**src/rtl/exec_pkg.sv**
```systemverilog
// Shared definitions for the execute-stage controller.
// Holds opcodes, FSM state encoding, ALU codes, field positions and the registered control bundle.
package exec_pkg;

  localparam logic [3:0] OP_NOP   = 4'h0;
  localparam logic [3:0] OP_ADD   = 4'h1;
  localparam logic [3:0] OP_SUB   = 4'h2;
  localparam logic [3:0] OP_AND   = 4'h3;
  localparam logic [3:0] OP_OR    = 4'h4;
  localparam logic [3:0] OP_LOAD  = 4'h5;
  localparam logic [3:0] OP_STORE = 4'h6;
  localparam logic [3:0] OP_LDI   = 4'h7;
  localparam logic [3:0] OP_JMP   = 4'h8;
  localparam logic [3:0] OP_HALT  = 4'hF;

  localparam logic [2:0] ALU_PASS = 3'd0;
  localparam logic [2:0] ALU_ADD  = 3'd1;
  localparam logic [2:0] ALU_SUB  = 3'd2;
  localparam logic [2:0] ALU_AND  = 3'd3;
  localparam logic [2:0] ALU_OR   = 3'd4;

  localparam int RD_LSB = 9;
  localparam int RS_LSB = 6;
  localparam int IMM_W  = 6;

`ifdef EXEC_MFC_TIMEOUT_EN
  // Count value seen on the 15th consecutive MWAIT cycle without MFC.
  localparam logic [3:0] MFC_MISS_LIMIT = 4'd14;
`endif

  typedef enum logic [3:0] {
    S_IDLE,
    S_DECODE,
    S_ALU,
    S_WB,
    S_WB_IMM,
    S_MADDR,
    S_MREQ,
    S_MWAIT,
    S_MDATA,
    S_JUMP,
    S_PCINC,
    S_DONE,
    S_HALT
  } state_e;

  typedef struct packed {
    logic       regAout;
    logic       regBout;
    logic       aluEN;
    logic       regWrite;
    logic       immEN;
    logic       MARin;
    logic       memEN;
    logic       RW;
    logic       MDRreadEN;
    logic       MDRout;
    logic       MDRin;
    logic       PCinc;
    logic       PCload;
    logic       done;
    logic       busy;
    logic       halted;
    logic [2:0] aluOp;
  } ctrl_t;

endpackage

```
**src/rtl/exec_decode.sv**
```systemverilog
// Combinational opcode classifier used by exec_fsm.
module exec_decode
  import exec_pkg::*;
(
  input  logic [3:0] op_i,
  output logic       isAlu_o,
  output logic       isMem_o,
  output logic       isLoad_o,
  output logic       isImm_o,
  output logic       isJump_o,
  output logic       isHalt_o,
  output logic       isIllegal_o,
  output logic [2:0] aluOp_o
);

  always_comb begin
    isAlu_o     = 1'b0;
    isMem_o     = 1'b0;
    isLoad_o    = 1'b0;
    isImm_o     = 1'b0;
    isJump_o    = 1'b0;
    isHalt_o    = 1'b0;
    isIllegal_o = 1'b0;
    aluOp_o     = ALU_PASS;
    case (op_i)
      OP_NOP:   ;
      OP_ADD:   begin isAlu_o = 1'b1; aluOp_o = ALU_ADD; end
      OP_SUB:   begin isAlu_o = 1'b1; aluOp_o = ALU_SUB; end
      OP_AND:   begin isAlu_o = 1'b1; aluOp_o = ALU_AND; end
      OP_OR:    begin isAlu_o = 1'b1; aluOp_o = ALU_OR;  end
      OP_LOAD:  begin isMem_o = 1'b1; isLoad_o = 1'b1; end
      OP_STORE: isMem_o  = 1'b1;
      OP_LDI:   isImm_o  = 1'b1;
      OP_JMP:   isJump_o = 1'b1;
      OP_HALT:  isHalt_o = 1'b1;
      default:  isIllegal_o = 1'b1;
    endcase
  end

endmodule

```
**src/rtl/exec_fsm.sv**
```systemverilog
// Execute-stage controller: latches the instruction from fetch and sequences register, memory and PC strobes.
// Optional EXEC_MFC_TIMEOUT_EN adds an MFC watchdog and the sticky memErr output.
module exec_fsm
  import exec_pkg::*;
#(
  parameter int DATAW = 16,
  parameter int REGAW = 3,
  parameter int OPW   = 4
) (
  input  logic             clk,
  input  logic             rst,
  input  logic             start,
  input  logic [DATAW-1:0] ir,
  input  logic             MFC,
  output logic [REGAW-1:0] rdAddr,
  output logic [REGAW-1:0] rsAddr,
  output logic             regAout,
  output logic             regBout,
  output logic [2:0]       aluOp,
  output logic             aluEN,
  output logic             regWrite,
  output logic [DATAW-1:0] immOut,
  output logic             immEN,
  output logic             MARin,
  output logic             memEN,
  output logic             RW,
  output logic             MDRreadEN,
  output logic             MDRout,
  output logic             MDRin,
  output logic             PCinc,
  output logic             PCload,
  output logic             done,
  output logic             busy,
  output logic             halted,
`ifdef EXEC_MFC_TIMEOUT_EN
  output logic             memErr,
`endif
  output logic             illegal
);

  state_e           stateQ, stateD;
  logic [DATAW-1:0] irQ, irD;
  ctrl_t            ctrlQ, ctrlD;
  logic             illegalQ, illegalD;
`ifdef EXEC_MFC_TIMEOUT_EN
  logic [3:0]       cntQ, cntD;
  logic             memErrQ, memErrD;
`endif

  logic       isAlu, isMem, isLoad, isImm, isJump, isHalt, isIllegal;
  logic [2:0] decAluOp;

  exec_decode uDecode (
    .op_i        (irQ[DATAW-1 -: OPW]),
    .isAlu_o     (isAlu),
    .isMem_o     (isMem),
    .isLoad_o    (isLoad),
    .isImm_o     (isImm),
    .isJump_o    (isJump),
    .isHalt_o    (isHalt),
    .isIllegal_o (isIllegal),
    .aluOp_o     (decAluOp)
  );

  always_ff @(posedge clk or negedge rst) begin
    if (!rst) begin
      stateQ   <= S_IDLE;
      irQ      <= '0;
      ctrlQ    <= '0;
      illegalQ <= 1'b0;
`ifdef EXEC_MFC_TIMEOUT_EN
      cntQ     <= '0;
      memErrQ  <= 1'b0;
`endif
    end else begin
      stateQ   <= stateD;
      irQ      <= irD;
      ctrlQ    <= ctrlD;
      illegalQ <= illegalD;
`ifdef EXEC_MFC_TIMEOUT_EN
      cntQ     <= cntD;
      memErrQ  <= memErrD;
`endif
    end
  end

  // Only IDLE accepts start, so the instruction register is frozen while busy.
  always_comb begin
    stateD   = stateQ;
    irD      = irQ;
    illegalD = illegalQ;
`ifdef EXEC_MFC_TIMEOUT_EN
    cntD     = cntQ;
    memErrD  = memErrQ;
`endif
    case (stateQ)
      S_IDLE: begin
        if (start) begin
          irD    = ir;
          stateD = S_DECODE;
        end
      end
      S_DECODE: begin
        if (isAlu)       stateD = S_ALU;
        else if (isMem)  stateD = S_MADDR;
        else if (isImm)  stateD = S_WB_IMM;
        else if (isJump) stateD = S_JUMP;
        else if (isHalt) stateD = S_HALT;
        else begin
          if (isIllegal) illegalD = 1'b1;
          stateD = S_PCINC;
        end
      end
      S_ALU:    stateD = S_WB;
      S_WB:     stateD = S_PCINC;
      S_WB_IMM: stateD = S_PCINC;
      S_MADDR:  stateD = S_MREQ;
      S_MREQ: begin
        stateD = S_MWAIT;
`ifdef EXEC_MFC_TIMEOUT_EN
        cntD   = '0;
`endif
      end
      S_MWAIT: begin
        if (MFC) begin
          stateD = isLoad ? S_MDATA : S_PCINC;
        end
`ifdef EXEC_MFC_TIMEOUT_EN
        else if (cntQ == MFC_MISS_LIMIT) begin
          memErrD = 1'b1;
          stateD  = S_PCINC;
        end else begin
          cntD = cntQ + 4'd1;
        end
`endif
      end
      S_MDATA:  stateD = S_PCINC;
      S_JUMP:   stateD = S_DONE;
      S_PCINC:  stateD = S_DONE;
      S_DONE:   stateD = S_IDLE;
      S_HALT:   stateD = S_HALT;
      default:  stateD = S_IDLE;
    endcase
  end

  // Strobes are decoded from the upcoming state so every output leaves a flop.
  always_comb begin
    ctrlD = '0;
    case (stateD)
      S_ALU: begin
        ctrlD.regAout = 1'b1;
        ctrlD.regBout = 1'b1;
        ctrlD.aluEN   = 1'b1;
        ctrlD.aluOp   = decAluOp;
      end
      S_WB:     ctrlD.regWrite = 1'b1;
      S_WB_IMM: begin
        ctrlD.immEN    = 1'b1;
        ctrlD.regWrite = 1'b1;
      end
      S_MADDR: begin
        ctrlD.regAout = 1'b1;
        ctrlD.MARin   = 1'b1;
      end
      S_MREQ: begin
        ctrlD.memEN   = 1'b1;
        ctrlD.RW      = isLoad;
        ctrlD.regBout = ~isLoad;
        ctrlD.MDRin   = ~isLoad;
      end
      S_MWAIT: begin
        ctrlD.memEN = 1'b1;
        ctrlD.RW    = isLoad;
      end
      S_MDATA: begin
        ctrlD.MDRreadEN = 1'b1;
        ctrlD.MDRout    = 1'b1;
        ctrlD.regWrite  = 1'b1;
      end
      S_JUMP: begin
        ctrlD.immEN  = 1'b1;
        ctrlD.PCload = 1'b1;
      end
      S_PCINC:  ctrlD.PCinc = 1'b1;
      S_DONE:   ctrlD.done  = 1'b1;
      default:  ;
    endcase
    ctrlD.busy   = (stateD != S_IDLE) && (stateD != S_HALT);
    ctrlD.halted = (stateD == S_HALT);
  end

  assign rdAddr    = irQ[RD_LSB +: REGAW];
  assign rsAddr    = irQ[RS_LSB +: REGAW];
  assign immOut    = {{(DATAW-IMM_W){1'b0}}, irQ[IMM_W-1:0]};
  assign regAout   = ctrlQ.regAout;
  assign regBout   = ctrlQ.regBout;
  assign aluOp     = ctrlQ.aluOp;
  assign aluEN     = ctrlQ.aluEN;
  assign regWrite  = ctrlQ.regWrite;
  assign immEN     = ctrlQ.immEN;
  assign MARin     = ctrlQ.MARin;
  assign memEN     = ctrlQ.memEN;
  assign RW        = ctrlQ.RW;
  assign MDRreadEN = ctrlQ.MDRreadEN;
  assign MDRout    = ctrlQ.MDRout;
  assign MDRin     = ctrlQ.MDRin;
  assign PCinc     = ctrlQ.PCinc;
  assign PCload    = ctrlQ.PCload;
  assign done      = ctrlQ.done;
  assign busy      = ctrlQ.busy;
  assign halted    = ctrlQ.halted;
  assign illegal   = illegalQ;
`ifdef EXEC_MFC_TIMEOUT_EN
  assign memErr    = memErrQ;
`endif

endmodule

```
**config.mk**
```make
export PLATFORM = sky130hd
export DESIGN_NAME = exec_fsm
export DESIGN_NICKNAME = d
export VERILOG_FILES = /design/src/rtl/exec_pkg.sv /design/src/rtl/exec_decode.sv /design/src/rtl/exec_fsm.sv
export SDC_FILE = /design/constraint.sdc
export NUM_CORES = 1
export LEC_CHECK = 0
export CORE_UTILIZATION = 38
export CTS_CLUSTER_DIAMETER = 150
export DETAILED_ROUTE_END_ITERATION = 8
export HOLD_SLACK_MARGIN = 0.05
export PLACE_DENSITY = 0.69
export SLEW_MARGIN = 20
export SYNTH_ARGS = -nofsm -noshare
export SYNTH_HDL_FRONTEND = slang
export SYNTH_HIERARCHICAL = 1
export SYNTH_SLANG_ARGS = --single-unit
```
**constraint.sdc**
```tcl
create_clock -name clk -period 3.55 [get_ports clk]
set_input_delay 0.5325 -clock clk [delete_from_list [all_inputs] [get_ports clk]]
set_output_delay 0.5325 -clock clk [all_outputs]
set_load 0.1 [all_outputs]
```
==> impl_metrics.json, run 1 <==
{
  "synth.ff_latch_count": 39,
  "post-cts-setup-buffers": 0,
  "layout.cells.most_common_list": "50 x clkdlybuf4s50_1, 39 x dfrtp_1, 16 x mux2_2",
  "core_area_um2": 5110,
  "route.detailed.drc": 0,
  "finalSetupTns_ns": 0,
  "placement_rows": 26,
  "ant_nets": 0,
  "gp_congestion": 0.779,
  "yosys.area.top_type": "dfrtp_1",
  "first_global_vias": 1176,
  "max_stage_delay_ns": 1.13,
  "path_buf_inv": 1,
  "status": "completed",
  "htreeDepth": 2,
  "clock_skew_ns": 0.00254,
  "wl_per_cell_um": 11.6,
  "fp.dieW_um": 75.0,
  "synth_flop_cell": "dfrtp_1",
  "hold_path.class": "primary input to asynchronous set/reset pin",
  "die_area_um2": 5620,
  "grt_setup_unrepaired": "false",
  "drt_iter0_drc": 73,
  "final_common_cell": "clkdlybuf4s50_1",
  "cts_hold_buf": 0,
  "yosys-top-cells-area": "dfrtp_1 48%, buf_4 9.3%, mux2_2 8.9%",
  "antenna_cells": 0,
  "drive_gt1_share_pct": 20.1,
  "dr_total_vias": 1281,
  "clk_path_buf_depth": 2,
  "maxCapViolations": 0,
  "syn_area_per_cell_um2": 11.8,
  "netlist_area_um2": 2020,
  "start_util_pct": 39.6,
  "async_flop_share_pct": 100,
  "cpLargestDelayFamily": "buffers and inverters",
  "worst_ep_arrival_time_ns": 1.76,
  "grt.overflow.total": 0,
  "crit_path_max_fanout": 2,
  "synth.distinct_cells": 49,
  "hold_viol": 0,
  "synth_top_area_share_pct": 48.2,
  "cts_sinks": 39,
  "syn-instance-count": 171,
  "cp_cell_sequence": "clkdlybuf4s50_1",
  "io_buffers": 51,
  "synth-edff-count": 0,
  "firstDrtPassIters": 4,
  "required_ns": 3.02,
  "synth-seq-area-share_pct": 48.2,
  "ctsResizeCount": 0,
  "grt_usage_pct": 12.9,
  "grt_max_degree": 40,
  "clk_latency_ns": 0.28,
  "routed_wl_um": 3230,
  "cts_buffers": 5,
  "dp_hpwl_um": 2390,
  "area_growth_syn_to_layout_pct": 23.5,
  "end_kind": "output port",
  "antenna_found_initial": 0,
  "drv_slew": 0,
  "root_buffer": "clkbuf_8",
  "fin_nets": 228,
  "fillers": 488,
  "synth_warnings": 6,
  "worst-setup-path-type": "flop to output port",
  "ioPinCount": 62,
  "worst_pin_slew_ns": 0.979,
  "slew_headroom_pct": 34.6,
  "post-route-min-period_ns": 2.30,
  "path_clk_slew_ns": 0.07,
  "fmax_mhz": 435,
  "slowest_stage": "clkdlybuf4s50_1",
  "start_kind": "flop",
  "setup_viol": 0,
  "viasPerCell": 4.59,
  "cts_tree": "yes",
  "period_share_pct": 64.7,
  "die_h_um": 75.0,
  "grt_pass1_wl_um": 5400
}
[registers in the layout (all words and copies together), names as in the netlist]
name and count:
RW 1, done 1, MDRout 1, MDRin 1, aluOp 3, irQ 16
PCinc 1, aluEN 1, memEN 1, stateQ 4, MARin 1, PCload 1
immEN 1, regAout 1, busy 1, regBout 1, halted 1, regWrite 1
illegal 1
[routing by layer]
| metal | vias to the layer above | GRT usage [%] | wire length (µm) |
|---|---|---|---|
| met1 | 618 | 16.5 | 1450 |
| li1 | 627 | - | - |
| met2 | 34 | 20.7 | 1620 |
| met3 | 2 | 4.02 | 139 |
| met4 | 0 | 4.19 | 18 |
| met5 | - | 0 | 0 |
[synth_stat cells, drive strengths merged (2+ instances only)]
cell type / count
o21ai: 4
and3: 3
mux2: 16
a21oi: 3
a21boi: 2
nor2b: 2
nor4: 2
nor2: 6
nor3b: 6
and2: 6
nand2b: 4
inv: 6
nand3: 3
nor3: 8
or2: 3
buf: 30
dfrtp: 39
or3: 2
nand2: 7
[final timing paths]
check / start / end / slack [ns] / cells past startpoint
worst min-delay path: rst / PCload / 0.35 / 1
worst max register to register: irQ[15] / MDRin / 1.28 / 8
min in group clk: illegal / illegal / 0.47 / 1
worst max-delay path: irQ[7] / rsAddr[1] / 1.25 / 1
worst min register to register: illegal / illegal / 0.47 / 1
max in group asynchronous: rst / irQ[11] / 2.68 / 1
[logic make-up (layout without fill, tap and decap cells)]
kind of cell | Yosys count | in the layout | synth area share (%)
xor gates and xnor gates | 1 | 1 | 0.433
DFF | 39 | 39 | 48.2
other | 1 | 10 | 0.185
AOI/OAI and AO/OA | 21 | 21 | 9.64
buffers and inverters | 37 | 66 | 12.9
muxes | 16 | 16 | 8.90
and+or+nand+nor | 56 | 56 | 19.8
[per-stage QoR]
| stage | util [%] | hold slack, ns | area (µm²) | cells | setup WS, ns |
|---|---|---|---|---|---|
| 2_1_floorplan | - | 0.237 | 2060 | 180 | 1.55 |
| 3_3_place_gp | 47.4 | 0.457 | 2420 | 271 | 1.28 |
| 3_5_place_dp | 47.4 | 0.462 | 2420 | 271 | 1.20 |
| 4_1_cts | 49.0 | 0.386 | 2500 | 279 | 1.24 |
| 5_1_grt | 49.0 | 0.420 | 2500 | 279 | 1.15 |
| 6_report | 49.0 | 0.354 | 2500 | 279 | 1.25 |
[area by class of cell]
type,count,area [µm²],share of cell area [%]
multi-input cells,104,822,32.9
well taps,70,87.6,3.50
flip-flops and latches,39,976,39.0
clock buffers,7,76.3,3.05
repair buffers,51,505,20.2
clock inverters,1,5.00,0.200
inverters,7,28.8,1.15
Power of run 1 is left out: the tool's default activity adds up to more than one toggle a clock period on the data nets, which glitch-free logic cannot reach.
==> run 2: changes to the inputs <==
--- a/config.mk
+++ b/config.mk
@@ -9,7 +9,7 @@
 export CTS_CLUSTER_DIAMETER = 150
 export DETAILED_ROUTE_END_ITERATION = 8
 export HOLD_SLACK_MARGIN = 0.05
-export PLACE_DENSITY = 0.69
+export PLACE_DENSITY = 0.72
 export SLEW_MARGIN = 20
 export SYNTH_ARGS = -nofsm -noshare
 export SYNTH_HDL_FRONTEND = slang
==> constraint.sdc (replaced) <==
create_clock -name clk -period 1.9 [get_ports clk]
set_input_delay 0.285 -clock clk [delete_from_list [all_inputs] [get_ports clk]]
set_output_delay 0.285 -clock clk [all_outputs]
set_load 0.1 [all_outputs]
==> run 2 against run 1 <==
The run now ends with setup timing left. Core utilization rose by 5.7 points. Critical path depth rose by 8. Sequential share of layout area fell by 3.9 points. Highest routed layer unchanged.
==> impl_metrics.json, run 2 (same netlist as run 1, synthesis figures left out) <==
{
  "placement_rows": 26,
  "grt_max_degree": 25,
  "dr_total_vias": 1430,
  "routed_wl_um": 3850,
  "first_global_vias": 1389,
  "post-route-min-period_ns": 2.02,
  "route.detailed.drc": 0,
  "area_growth_syn_to_layout_pct": 37.8,
  "wl_per_cell_um": 12.1,
  "grt_pass1_wl_um": 6170,
  "cts_buffers": 5,
  "violations": "setup timing",
  "drt_iter0_drc": 41,
  "grt.overflow.total": 0,
  "grt_busiest_layer": "met2",
  "utilization_pct": 54.6,
  "grt_setup_unrepaired": "true",
  "cts_tree": "yes",
  "gp_congestion": 0.818,
  "required_ns": 2.12,
  "clk_latency_ns": 0.28,
  "top_register": "irQ",
  "io_buffers": 51,
  "setup_ws_ns": -0.118,
  "hold_path.class": "flop to flop",
  "worst_pin_slew_ns": 0.543,
  "maxCapViolations": 0,
  "met3_usage_pct": 3.61,
  "grt_use_met1_pct": 16.2,
  "cts_sinks": 39,
  "clk_path_buf_depth": 2,
  "status": "finished, violations left",
  "period_share_pct": 106,
  "pre_cts_slack_ns": -0.199,
  "fp.dieW_um": 75.0,
  "antenna_found_initial": 0,
  "worst_ep_arrival_time_ns": 2.24,
  "largest_reg_flops": 16,
  "viasPerCell": 4.51,
  "die_area_um2": 5620,
  "root_buffer": "clkbuf_8",
  "path_clk_slew_ns": 0.07,
  "slew_headroom_pct": 63.8,
  "die_h_um": 75.0,
  "htreeDepth": 2,
  "stdcell_count": 317,
  "ant_nets": 0,
  "start_util_pct": 39.6,
  "firstDrtPassIters": 4,
  "final_common_cell": "buf_4",
  "finalSetupTns_ns": -0.942,
  "place_inst": 302,
  "use_met2_pct": 27.9,
  "end_kind": "flop",
  "core_area_um2": 5110,
  "setup_viol": 14,
  "fmax_mhz": 496,
  "layout.cells.most_common_list": "65 x buf_4, 35 x dfrtp_1, 18 x clkdlybuf4s50_1",
  "antenna_cells": 0,
  "grt_usage_pct": 14.8,
  "hold_viol": 0,
  "drive_gt1_share_pct": 50.6,
  "crit_path_max_fanout": 6,
  "drv_slew": 0,
  "clock_skew_ns": 0.00740,
  "ioPinCount": 62,
  "dp_hpwl_um": 2810,
  "fin_nets": 266,
  "reg2reg_slack_ns": -0.12,
  "worst-setup-path-type": "flop to flop",
  "start_kind": "flop"
}
## run 2: changes by cell type in the layout (fill, tap and decap cells not counted), sizes merged
cell           delta
buf              +69
clkdlybuf4s50    -32
clkinv            -1
dlygate4sd3       +1
inv               +1
## run 2: worst max-delay path, cell delays in order, from the launching register on
cell and delay (ns):
dfrtp_2 0.47, buf_6 0.14, o21a_1 0.19, nor3_2 0.15
inv_1 0.11, nand3_2 0.08, and4_4 0.24, inv_4 0.04
nor4_4 0.35, and2_1 0.18
## run 2: worst paths after layout
check,from,end,cells past startpoint
setup / recovery,irQ[13],aluOp[0],9
hold / removal,illegal,illegal,1
setup reg to reg,irQ[13],aluOp[0],9
hold reg to reg,illegal,illegal,1
max in group asynchronous,rst,RW,3
min in group asynchronous,rst,irQ[4],2
## run 2: cell type report
class | count | area, µm²
Clock inverter | 1 | 5.00
Multi-Input combinational cell | 104 | 883
Inverter | 7 | 28.8
Fill cell | 438 | 2320
Sequential cell | 39 | 981
Tap cell | 70 | 87.6
Timing Repair Buffer | 89 | 728
Clock buffer | 7 | 76.3
## run 2: metrics by stage
stage	hold slack, ns	cell area (µm²)
global placement	0.301	2600
global route	0.531	2790
finish	0.508	2790
detailed placement	0.300	2600
floorplan	-0.0106	2090
CTS	0.513	2740
## run 2: timing repair
action	CTS	global route
endpoints found under the setup margin	15	17
resized for setup	10	8
pin swaps	3	7
endpoints found under the hold margin	23	0
hold buffers	1	0
buffers inserted	4	2
## run 2: per-layer routing
metal / vias to the layer above / wire, µm / share of wire [%]
li1: 703 / - / -
met1: 686 / 1580 / 41
met2: 37 / 2090 / 54
met3: 4 / 141 / 3.7
met4: 0 / 31 / 0.81
met5: - / 0 / 0
Power of run 2 is left out for the same reason.
==> run 3: changes to the inputs <==
--- a/config.mk
+++ b/config.mk
@@ -10,7 +10,6 @@
 export DETAILED_ROUTE_END_ITERATION = 8
 export HOLD_SLACK_MARGIN = 0.05
 export PLACE_DENSITY = 0.72
-export SLEW_MARGIN = 20
 export SYNTH_ARGS = -nofsm -noshare
 export SYNTH_HDL_FRONTEND = slang
 export SYNTH_HIERARCHICAL = 1
==> results of run 3 <==
Final layout, timing and power as in run 2 (identical DEF).
Power of run 3 is left out for the same reason.
